==> config.mk <==
export PLATFORM = sky130hd
export DESIGN_NAME = nv_nvdla_mcif_read_eg_lat_fifo_flop
export DESIGN_NICKNAME = d
export VERILOG_FILES = /design/src/rtl/nv_nvdla_mcif_read_eg_lat_fifo_flop.sv
export SDC_FILE = /design/constraint.sdc
export NUM_CORES = 2
export LEC_CHECK = 0
export CAP_MARGIN = 15
export CORE_AREA = 5 5 415 417
export DETAILED_ROUTE_END_ITERATION = 12
export DIE_AREA = 0 0 420 422
export HOLD_SLACK_MARGIN = 0.12
export PLACE_DENSITY = 0.66
export SLEW_MARGIN = 20
export SYNTH_ARGS = -nofsm -noshare
export SYNTH_HDL_FRONTEND = slang
export SYNTH_SLANG_ARGS = --single-unit
==> constraint.sdc <==
create_clock -name nvdla_core_clk -period 20.2 [get_ports nvdla_core_clk]
set_input_delay 6.06 -clock nvdla_core_clk [delete_from_list [all_inputs] [get_ports nvdla_core_clk]]
set_output_delay 6.06 -clock nvdla_core_clk [all_outputs]
set_load 0.03 [all_outputs]
==> src/rtl/nv_nvdla_mcif_read_eg_lat_fifo_flop.sv <==
// Latency FIFO with flop-array storage for the MCIF read egress path.
// Registered occupancy drives both handshakes; reads are combinational from the flops.
module nv_nvdla_mcif_read_eg_lat_fifo_flop #(
   parameter  int DEPTH = 4,
   parameter  int WIDTH = 512,
   localparam int AW    = (DEPTH > 2) ? $clog2(DEPTH) : 1,
   localparam int CW    = $clog2(DEPTH + 1)
) (
   input  logic             nvdla_core_clk,
   input  logic             nvdla_core_rstn,
   input  logic [31:0]      pwrbus_ram_pd,
   input  logic             wr_pvld,
   output logic             wr_prdy,
   input  logic [WIDTH-1:0] wr_pd,
   output logic             rd_pvld,
   input  logic             rd_prdy,
   output logic [WIDTH-1:0] rd_pd,
   output logic [CW-1:0]    wr_count
);

   localparam logic [AW-1:0] LAST_PTR = AW'(DEPTH - 1);
   localparam logic [CW-1:0] FULL_CNT = CW'(DEPTH);

   logic [WIDTH-1:0] ram [DEPTH];
   logic [AW-1:0]    wr_ptr;
   logic [AW-1:0]    rd_ptr;
   logic [CW-1:0]    count;
   logic             accept;
   logic             pop;
   logic             unused_pwrbus;

   // Explicit wrap so non-power-of-two depths never index past the array.
   function automatic logic [AW-1:0] next_ptr(input logic [AW-1:0] p);
      return (p == LAST_PTR) ? '0 : p + AW'(1);
   endfunction

   assign unused_pwrbus = ^pwrbus_ram_pd;

   assign wr_prdy  = (count != FULL_CNT);
   assign rd_pvld  = (count != '0);
   assign accept   = wr_pvld & wr_prdy;
   assign pop      = rd_pvld & rd_prdy;
   assign rd_pd    = rd_pvld ? ram[rd_ptr] : '0;
   assign wr_count = count;

   always_ff @(posedge nvdla_core_clk or negedge nvdla_core_rstn) begin
      if (!nvdla_core_rstn) begin
         wr_ptr <= '0;
         rd_ptr <= '0;
         count  <= '0;
      end else begin
         if (accept) wr_ptr <= next_ptr(wr_ptr);
         if (pop)    rd_ptr <= next_ptr(rd_ptr);
         unique case ({accept, pop})
            2'b10:   count <= count + CW'(1);
            2'b01:   count <= count - CW'(1);
            default: count <= count;
         endcase
      end
   end

   // Payload storage carries no reset; validity is tracked by count alone.
   always_ff @(posedge nvdla_core_clk) begin
      if (accept) ram[wr_ptr] <= wr_pd;
   end

endmodule

## Word-level counts from Yosys, hierarchy flattened

Memories as Yosys holds them, arrays and structs flattened.
Cells that the tools add are included.

- RAM bits: 2,048
- Logic and storage cells: 23
- Flip-flop bits (word level): 7
- Memories kept: 1
- Output and inout port bits: 517

- Equality and inequality tests: 5
- Bitwise gates (word level): 2
- Mux-type cells: 6
- $add $sub $neg: 4
- Reduce and logical (&&, ||, !) cells: 2

Memory list:

| name | depth | bits a word | rd ports | clocked after memory_dff | wr ports | line | text |
|---|---|---|---|---|---|---|---|
| ram | 4 | 512 | 1 | 0 | 1 | 24 | `logic [WIDTH-1:0] ram [DEPTH];` |

Operators by type and width:

| cell | count |
|---|---|
| 512-bit 2-to-1 mux | 1 |
| 2-bit equality test (second input constant) | 3 |
| 3-bit one-hot mux with 2 select lines | 1 |
| 2-bit by 1-bit adder with 2-bit output (second input constant) | 2 |
| 2-bit 2-to-1 mux | 2 |
| 3-bit by 1-bit adder with 3-bit output (second input constant) | 1 |
| 3-bit inequality test (second input constant) | 1 |
| 3-bit nonzero test | 1 |
| 3-bit by 1-bit subtractor with 3-bit output (second input constant) | 1 |
| 1-bit bitwise AND | 2 |
| 2-bit by 1-bit equality test with 1-bit output (second input constant) | 1 |
| 1-bit 2-to-1 mux | 2 |
| 2-bit nonzero test | 1 |

## Longest topological paths before layout

- Word-level depth: 4
- Mapped depth: 10

## Least setup slack after synthesis

OpenSTA, ideal clock, no wires.

- Kind: in2reg
- From: input port wr_pvld
- To: memory ram[0][0], enable pin
- Stages on the path: 1
- Path buffers: 0
- Data arrival time: 17.710 ns
- Setup slack: 1.543 ns
- Cell sequence: and3_1

- Cells in the longest elaborated chain, start to end: 3

Ends and longest elaborated chain:

| item | line | text |
|---|---|---|
| start, declared | 12 | `input logic wr_pvld,` |
| 1-bit bitwise AND | 41 | `assign accept = wr_pvld & wr_prdy;` |
| 1-bit 2-to-1 mux | 64 | `if (accept) ram[wr_ptr] <= wr_pd;` |
| 1-bit 2-to-1 mux (not written as such) | 64 |  |
| end, declared | 24 |  |

No other way between the ends.

## Worst setup path in the final report

- From: register count[2], in the netlist wr_count[2]
- To: output port rd_pd[348]

- Cells in the longest elaborated chain, start to end: 2

Ends and longest elaborated chain:

| item | line | text |
|---|---|---|
| start, declared | 27 | `logic [CW-1:0] count;` |
| start signal, assigned | 55 | `2'b10: count <= count + CW'(1);` |
| start signal, assigned | 56 | `2'b01: count <= count - CW'(1);` |
| start signal, assigned | 57 | `default: count <= count;` |
| 3-bit nonzero test | 40 | `assign rd_pvld = (count != '0);` |
| 512-bit 2-to-1 mux | 43 | `assign rd_pd = rd_pvld ? ram[rd_ptr] : '0;` |
| end, declared | 17 | `output logic [WIDTH-1:0] rd_pd,` |

No other way between the ends.

==> summary.txt <==
Critical path
  • Critical Path AT: 5.64 ns
  • CP endpoint kind: primary output
  • CP max stage cell: buf_4
  • Critical Path RT: 14.14 ns
  • Peak fanout along the critical path: 91
  • Cell breakdown of the critical path: or3_4, buf_4, buf_4, buf_4, and2_1, clkdlybuf4s50_1
  • CP most frequent cell: buf_4
  • Worst path max stage delay: 0.88 ns
  • CP startpoint kind: flop
  • CP Class: reg2out

Global route
  • GRT Total Usage: 20.6%
  • First-pass GRT wire length: 267,000 microns
  • Antenna violations before repair: 75
  • Gr ovfl total: 0
  • Number of global-route vias before repair: 38,300
  • Largest net degree at the start of global routing: 155

Power and ir drop
  • Leak pwr: 30.8 nW
  • VDD IR max: 0.168 mV
  • Power per cell area: 169 nW/um^2

Timing
  • Post-route minimum period: 11.70 ns
  • Setup TNS: 0 ns
  • Worst slew pin tran: 1.46 ns
  • Fin crit share: 57.9%
  • Relative slew margins: 2.75%
  • Slew Limit Fails: 0
  • Achievable Freq: 85.5 MHz
  • RSZ-0062 raised after global routing: no
  • Hold Vio Cnt, Final: 0
  • Post-Route Skew: 0.0386 ns
  • Final setup vio count: 0

Logic synthesis
  • Synth unique cells: 19
  • Synth Net Count: 3,839
  • Largest cells by area after synthesis: edfxtp_1 (79%), mux4_2 (15%), and2_1 (4.1%)
  • Async SR Flop Fraction: 0.341%
  • Number of flops mapped to enable cells by yosys: 2,048
  • Most frequent cell after synthesis: edfxtp_1
  • Post-synth top area share: 79.1%
  • Area leader, netlist: edfxtp_1
  • Synth Cell Area: 77,800 sq um
  • Most used DFF post-synth: edfxtp_1
  • Syn Area/Cell: 23.7 sq um
  • Cells after synthesis: 3,284
  • Yosys warning count: 0
  • Sequential element share of the synthesized area: 79.3%
  • Synth top cells by count: edfxtp_1 (2,048), and2_1 (513), mux4_2 (512)
  • Seq cells post-synth: 2,055

Cells and area
  • Layout cells sized above 1: 18.5%
  • Fill cells: 12,400
  • NumNets Final: 4,954
  • Final instance area: 96,800 sq um
  • P&R area growth vs syn: 24.4%

Clock network
  • Clock sink total: 2,055
  • Clk slew on worst S/H paths: 0.06 ns
  • Root buf cell: clkbuf_16
  • CTS H-tree depth: 4
  • Longest Clk Path Bufs: 3
  • Post-CTS Setup Bufs: 0
  • CTS Hold Bufs: 0
  • Number of CTS-inserted buffers: 204
  • CTS tree: yes
  • CTS resizes: 0
  • Worst-Skew Late Latency: 0.83 ns

Min path
  • Hold Path Class: reg2reg

Die
  • Row count: 151
  • Die height: 422 microns
  • Initial Util: 46.2%
  • Area of the core: 168,000 sq um
  • DIE WIDTH: 420 microns
  • # IOs: 1,065
  • DIE AREA: 177,000 sq um

Drt
  • DRC viols: 0
  • Metal2 WL: 94,400 microns
  • Wire length per cell: 27.0 microns
  • DRT Pass-1 Iters: 5
  • Post-route ant nets: 0
  • Top Metal Used: met5
  • Metal-1 WL: 67,800 microns
  • Vias per cell: 5.39
  • Vias: 36,900
  • DRT iter0 DRCs: 2,682
  • Met3 Routed Length: 14,400 microns
  • DRT Wirelength: 185,000 microns

Placed design
  • DP HPWL: 115,000 microns
  • RePlAce Congestion: 0.772
  • IO buf count: 1,032
  • Area after DPL: 90,300 sq um

Outcome
  • Outcome: finished clean

Flow run
  • Maximum capacitance violations: 0
-- where the power goes --
part / internal [mW] / total, mW / switching, mW
clock network: 1.99 / 3.56 / 1.57
registers: 5.63 / 5.82 / 0.198
logic: 2.93 / 7.01 / 4.08
total: 10.5 / 16.4 / 5.84
-- final cells by class --
cell class | instances | area, sq um | share of cell area, %
diodes | 66 | 165 | 0.171
clock buffers | 251 | 5320 | 5.50
clock inverters | 125 | 998 | 1.03
inverters | 7 | 26.3 | 0.0272
multi-input cells | 1051 | 15000 | 15.5
flip-flops and latches | 2055 | 61700 | 63.7
well taps | 2218 | 2780 | 2.87
repair buffers | 1080 | 10800 | 11.2
-- critical path, delay by kind of cell (launching register included) --
| family | cells | cell delay, ns |
|---|---|---|
| flip-flops | 1 | 0.40 |
| AND/OR/NAND/NOR | 2 | 0.95 |
| buffers and inverters | 4 | 3.23 |
-- path summary, 6_finish.rpt --
kind	startpoint	end	slack, ns	cells after the start
worst max register to register	wr_count[2]	ram[2][91]	15.68	5
worst min register to register	wr_count[2]	wr_count[2]	0.53	1
worst max-delay path	wr_count[2]	rd_pd[348]	8.50	6
worst min-delay path	wr_count[2]	wr_count[2]	0.53	1
min in group asynchronous	nvdla_core_rstn	wr_count[2]	5.49	1
max in group asynchronous	nvdla_core_rstn	rd_ptr[1]	14.40	1
-- sequential cells by signal (all words and copies together) (netlist names) --
register and flops:
ram 2048, wr_count 3, rd_ptr 2, wr_ptr 2
-- metrics by stage --
| stage | util, % | worst slack [ns] | total power [mW] | hold WS (ns) | instances |
|---|---|---|---|---|---|
| 2_1_floorplan | - | 1.54 | 10.7 | 0.534 | 3284 |
| 3_3_place_gp | 53.6 | 9.18 | 13.0 | 0.500 | 6411 |
| 3_5_place_dp | 53.6 | 9.17 | 13.0 | 0.508 | 6411 |
| 4_1_cts | 57.4 | 8.24 | 16.6 | 0.522 | 6787 |
| 5_1_grt | 57.4 | 8.02 | 17.1 | 0.534 | 6831 |
| 6_report | 57.5 | 8.50 | 16.4 | 0.527 | 6853 |
-- cell families (layout without fill, tap and decap cells) --
group           count (synthesis)  in the layout  synth area share (%)
flops                        2055           2055                  79.3
simple gates                  524            524                  4.20
mux                           516            516                  14.9
buf+inv                       178           1463                  1.45
fa+ha+maj                       7              7                 0.122
xor+xnor                        3              3                0.0338
compound gates                  1              1               0.00643
other cells                     0             66                     0
-- routing by layer --
metal	up-vias	track usage (%)
li1	15900	-
met1	19500	24.6
met2	1174	34.0
met3	334	6.52
met4	16	10.2
met5	-	0
-- cells in the final DEF (no fill, tap or decap) --
cell and count:
xor2_1 2, clkdlybuf4s50_1 1032, mux4_2 512, o21ai_0 1
and2_1 513, fa_1 1, buf_4 39, inv_8 1
dfrtp_1 5, buf_6 1, and3_4 4, dfrtp_4 2
bufinv_16 9, inv_16 2, nand2_1 2, clkinv_16 6
edfxtp_1 2048, clkbuf_1 45, inv_6 5, inv_1 7
mux2_2 4, clkinv_1 55, buf_12 8, clkinv_2 43
or3b_1 1, clkinv_4 1, or3_4 1, nor2_1 3
diode_2 66, clkinvlp_4 3, clkbuf_16 206, xnor2_1 1
ha_1 6
Power figures use the tool's default switching activity.
